--- src/rtl/lcm_pkg.sv ---
// Shared types and constants for the sequential gcd/lcm engine.
package lcm_pkg;

    localparam int WIDTH_DEF = 32;
    localparam int K_W = $clog2(WIDTH_DEF + 1);

    typedef enum logic [2:0] {
        IDLE,
        GCD,
        DIV,
        MUL,
        DONE
    } state_t;

endpackage

--- src/rtl/gcd_core.sv ---
// Sequential binary (Stein) gcd iterator, one step per clock.
module gcd_core
    import lcm_pkg::*;
#(
    parameter int WIDTH = WIDTH_DEF
) (
    input  logic             clk,
    input  logic             rst,
    input  logic             start,
    input  logic [WIDTH-1:0] x0,
    input  logic [WIDTH-1:0] y0,
    output logic             busy,
    output logic             done,
    output logic [WIDTH-1:0] g
);

    localparam int KW = $clog2(WIDTH + 1);

    logic [WIDTH-1:0] x;
    logic [WIDTH-1:0] y;
    logic [KW-1:0]    k;
    logic             run;

    // done and g are valid in the same cycle as the terminating x==y step
    assign busy = run;
    assign done = run && (x == y);
    assign g    = x << k;

    always_ff @(posedge clk) begin
        if (rst) begin
            run <= 1'b0;
            x   <= '0;
            y   <= '0;
            k   <= '0;
        end else if (start && !run) begin
            run <= 1'b1;
            x   <= x0;
            y   <= y0;
            k   <= '0;
        end else if (run) begin
            if (x == y) begin
                run <= 1'b0;
            end else if (!x[0] && !y[0]) begin
                x <= x >> 1;
                y <= y >> 1;
                k <= k + KW'(1);
            end else if (!x[0]) begin
                x <= x >> 1;
            end else if (!y[0]) begin
                y <= y >> 1;
            end else if (x > y) begin
                x <= x - y;
            end else begin
                y <= y - x;
            end
        end
    end

endmodule

--- src/rtl/lcm_seq.sv ---
// Handshaked lcm engine: Stein gcd, restoring divide, shift-add multiply.
module lcm_seq
    import lcm_pkg::*;
#(
    parameter int WIDTH = WIDTH_DEF
) (
    input  logic               clk,
    input  logic               rst,
    input  logic               in_valid,
    output logic               in_ready,
    input  logic [WIDTH-1:0]   a,
    input  logic [WIDTH-1:0]   b,
    output logic               out_valid,
    input  logic               out_ready,
    output logic [WIDTH-1:0]   gcd_result,
    output logic [2*WIDTH-1:0] lcm_result
);

    localparam int CW = $clog2(WIDTH);

    state_t state;
    state_t nxt;

    logic [WIDTH-1:0]   a_q;
    logic [WIDTH-1:0]   gr;
    logic [WIDTH-1:0]   rem;
    logic [WIDTH-1:0]   qa;
    logic [2*WIDTH-1:0] mcand;
    logic [2*WIDTH-1:0] acc;
    logic [CW-1:0]      cnt;

    logic               zero;
    logic               core_start;
    logic               core_busy;
    logic               core_done;
    logic [WIDTH-1:0]   core_g;
    logic               last;
    logic [WIDTH:0]     trial;
    logic [WIDTH:0]     diff;
    logic               fits;
    logic [2*WIDTH-1:0] acc_nxt;

    assign zero       = (a == '0) || (b == '0);
    assign core_start = (state == IDLE) && in_valid && !zero && !core_busy;
    assign last       = (cnt == CW'(WIDTH - 1));
    assign trial      = {rem, qa[WIDTH-1]};
    assign diff       = trial - {1'b0, gr};
    assign fits       = (trial >= {1'b0, gr});
    assign acc_nxt    = qa[0] ? acc + mcand : acc;

    gcd_core #(.WIDTH(WIDTH)) u_gcd (
        .clk   (clk),
        .rst   (rst),
        .start (core_start),
        .x0    (a),
        .y0    (b),
        .busy  (core_busy),
        .done  (core_done),
        .g     (core_g)
    );

    always_ff @(posedge clk) begin
        if (rst) state <= IDLE;
        else     state <= nxt;
    end

    always_comb begin
        nxt = state;
        unique case (state)
            IDLE: if (in_valid) nxt = zero ? DONE : GCD;
            GCD:  if (core_done) nxt = DIV;
            DIV:  if (last) nxt = MUL;
            MUL:  if (last) nxt = DONE;
            DONE: if (out_ready) nxt = IDLE;
            default: nxt = IDLE;
        endcase
    end

    always_comb begin
        in_ready  = (state == IDLE);
        out_valid = (state == DONE);
    end

    always_ff @(posedge clk) begin
        if (rst) begin
            a_q        <= '0;
            gr         <= '0;
            rem        <= '0;
            qa         <= '0;
            mcand      <= '0;
            acc        <= '0;
            cnt        <= '0;
            gcd_result <= '0;
            lcm_result <= '0;
        end else begin
            unique case (state)
                IDLE: if (in_valid) begin
                    a_q   <= a;
                    mcand <= {{WIDTH{1'b0}}, b};
                    if (zero) begin
                        gcd_result <= a | b;
                        lcm_result <= '0;
                    end
                end
                GCD: if (core_done) begin
                    gr  <= core_g;
                    qa  <= a_q;
                    rem <= '0;
                    acc <= '0;
                    cnt <= '0;
                end
                // qa doubles as dividend shifter and, afterwards, multiplier
                DIV: begin
                    rem <= fits ? diff[WIDTH-1:0] : trial[WIDTH-1:0];
                    qa  <= {qa[WIDTH-2:0], fits};
                    cnt <= last ? '0 : cnt + CW'(1);
                end
                MUL: begin
                    acc   <= acc_nxt;
                    mcand <= mcand << 1;
                    qa    <= qa >> 1;
                    cnt   <= last ? '0 : cnt + CW'(1);
                    if (last) begin
                        gcd_result <= gr;
                        lcm_result <= acc_nxt;
                    end
                end
                default: ;
            endcase
        end
    end

endmodule

--- config.mk ---
export PLATFORM = sky130hd
export DESIGN_NAME = lcm_seq
export DESIGN_NICKNAME = d
export VERILOG_FILES = /design/src/rtl/lcm_pkg.sv /design/src/rtl/gcd_core.sv /design/src/rtl/lcm_seq.sv
export SDC_FILE = /design/constraint.sdc
export NUM_CORES = 2
export LEC_CHECK = 0
export CORE_MARGIN = 3
export CORE_UTILIZATION = 40
export CTS_BUF_LIST = sky130_fd_sc_hd__clkbuf_16
export CTS_CLUSTER_SIZE = 30
export DETAILED_ROUTE_END_ITERATION = 16
export MAX_ROUTING_LAYER = met4
export PLACE_DENSITY_LB_ADDON = 0.08
export SKIP_CTS_REPAIR_TIMING = 1
export SYNTH_ARGS = -nofsm -noshare
export SYNTH_HDL_FRONTEND = slang
export SYNTH_HIERARCHICAL = 1
export SYNTH_SLANG_ARGS = --single-unit
export TNS_END_PERCENT = 10
--- constraint.sdc ---
create_clock -name clk -period 9.5 [get_ports clk]
set_input_delay 2.375 -clock clk [delete_from_list [all_inputs] [get_ports clk]]
set_output_delay 2.375 -clock clk [all_outputs]
set_load 0.005 [all_outputs]
==> out/qor.csv <==
metric;value;unit
Layout area overhead;13.0;%
Sw Ratio;0.356;
Worst Hold Class;reg -> reg;
post-route setup slack;3.11;ns
Net Sw Power;1960;µW
Worst VDD drop;0.111;mV
first-pass GRT wire length;164000;µm
critical path cell sequence;clkdlybuf4s50_1 > nor4_1 > nand4_1 > o22ai_1 > nor3_1 > nor2b_4 > buf_4 > nor2_1 > a221o_1 > a221oi_1 > a211oi_1;
Synth Register Bits;431;
H-tree depth;2;
Leak;0.0124;µW
post-route cell area;0.0323;mm²
sequential area share after synthesis;0.302;
grt total ovfl;0;
EDFF count, synth;0;
Max Slew Vio Count;0;
WHS;0.449;ns
Die Ht;273;µm
CP startpoint kind;input port;
Synth async-reset ratio;0;
status;completed;
Worst setup EP type;flip-flop;
Cells after Synth;3755;
syn avg cell area;7.60;µm²
Max Clock Skew;0.0265;ns
vias in the first global route;25950;
Clock power frac;0.359;
final net count;3962;
num rows;97;
critical path peak fanout;71;
half-perimeter wire length after detailed placement;81100;µm
Max-slew headroom;0.196;
Sequential Power Share;0.353;
Placed Area;0.0306;mm²
Worst EP arrival;6.90;ns
clk slew on worst S/H paths;0.06;ns
deepest clock path buffer count;3;
RSZ-0062 raised after global routing;false;
fmax;0.156;GHz
final period demand of the worst path;6.39;ns
DRC Markers;0;
syn_nets;3989;
worst slew pin tran;1.20;ns
CP max stage delay;1.02;ns
endpoints failing hold;0;
Routability Congestion;0.968;
CP max stage cell;a221o_1;
CP required;10.01;ns
Final setup viols;0;
1st-iter DRT viols;2688;
Sink Count;431;
largest net degree at the start of global routing;158;
Root Buffer;clkbuf_16;
initial antenna violation count;4;
largest registers;acc: 64 flops, lcm_result: 64 flops, mcand: 64 flops;
routed vias;28038;
Netlist cell types;91;
Die ar.;0.0746;mm²
total CTS buffers;52;
WL per Instance;23.1;µm
pwr dens;171;mW/mm²
Pint;3540;µW
dpl ws;2.71;ns
CORE AREA;0.0704;mm²
Initial Utilization;0.406;
Routed WL;109000;µm
gr usage total;0.291;
vias per cell;5.95;
CTS tree;done;
DR pass1 iterations;6;
Setup CP Type;in -> reg;
Post-synth top flop;dfxtp_1;
fin crit share;0.673;
layout cells sized above 1;0.0568;
Ys Warns;6;
later-pin clock latency in the skew report;0.61;ns
Layout Cells excl Fill;4709;
Mapped Area;0.0285;mm²
combinational power share;0.288;
placed insts;4614;
DRT antenna net count;0;
die width;273;µm
port bufs;165;
setup TNS;0;ns
IO Count;166;
max cap viols;0;
power by group through the flow:
stage                     Sequential [µW]  Combinational (µW)  Clock [µW]
after floorplan                      1940                1080           0
final                                1950                1590        1970
after global routing                 1950                1710        2080
after CTS                            1940                1540        2010
after global placement               1980                1540           0
after detailed placement             1980                1530           0
per-stage QoR:
stage	util	power, µW
floorplan	-	3020
global placement	0.435	3520
detailed placement	0.435	3510
CTS	0.458	5490
global route	0.458	5740
finish	0.458	5510
path summary, 6_finish.rpt:
kind | startpoint | end | slack, ns | cells past startpoint
min | lcm_result[22] | lcm_result[22] | 0.45 | 2
max | a[0] | u_gcd/y[31] | 3.11 | 11
max reg2reg | u_gcd/y[5] | u_gcd/x[19] | 4.58 | 10
min reg2reg | lcm_result[22] | lcm_result[22] | 0.45 | 2
synthesized netlist by cell type, drive strengths merged (12+ instances only):
cell type	instances	area, µm²
nand2	511	1920
a21oi	476	2390
dfxtp	431	8630
nor2	411	1550
clkbuf	214	803
ha	162	2030
o21ai	160	805
inv	135	507
a211oi	111	843
a21o	94	706
mux2i	94	941
nand3	77	395
xnor2	76	666
nor3	74	370
xor2	71	622
buf	67	315
nand4	44	275
a311oi	35	307
a221oi	34	298
a22o	26	236
nor2b	26	163
o211ai	26	200
mux4	25	563
a22oi	24	180
nor4	24	156
o21bai	24	180
and2	22	138
and3	21	131
mux2	18	203
nand2b	18	113
a31oi	17	106
o31ai	17	141
o21a	14	105
a221o	13	130
or2	12	75.1
cell type report:
class	count	area, µm²
repair buffers	200	1930
multi-input cells	2907	18400
clock inverters	41	318
flip-flops and latches	431	8630
diodes	1	2.50
well taps	940	1180
inverters	136	510
fillers	7317	38100
clock buffers	53	1330
worst max-delay path: cells and delay by family:
| family | cells | cell delay, ns |
|---|---|---|
| simple gates | 5 | 1.75 |
| buf+inv | 2 | 1.03 |
| compound gates | 4 | 1.72 |
routing by layer:
metal / GRT usage / part of all wire / vias up
met5: - / 0 / -
met1: 0.416 / 0.48 / 13505
met2: 0.426 / 0.42 / 1009
li1: - / - / 13401
met4: 0.0715 / 0.025 / 0
met3: 0.0463 / 0.075 / 123
logic make-up after synthesis:
group                    share of synthesized area
AND/OR/NAND/NOR                              0.197
multiplexers                                0.0598
flip-flops                                   0.302
adder cells (fa/ha/maj)                     0.0738
buffers and inverters                       0.0571
XOR/XNOR                                    0.0451
AO/OA/AOI/OAI                                0.265
placed cells by master, fill, tap and decap left out, drive strengths merged, types with 25 or more instances in the layout:
master,instances
nand2,511
a21oi,476
dfxtp,431
nor2,411
clkdlybuf4s50,164
ha,162
o21ai,160
inv,143
a211oi,111
a21o,94
mux2i,94
nand3,77
xnor2,76
nor3,74
xor2,71
clkbuf,53
nand4,44
buf,36
a311oi,35
a221oi,34
o211ai,26
a22o,26
nor2b,26
mux4,25
clkinv,25
No activity file was read; power rests on OpenSTA's default activity.
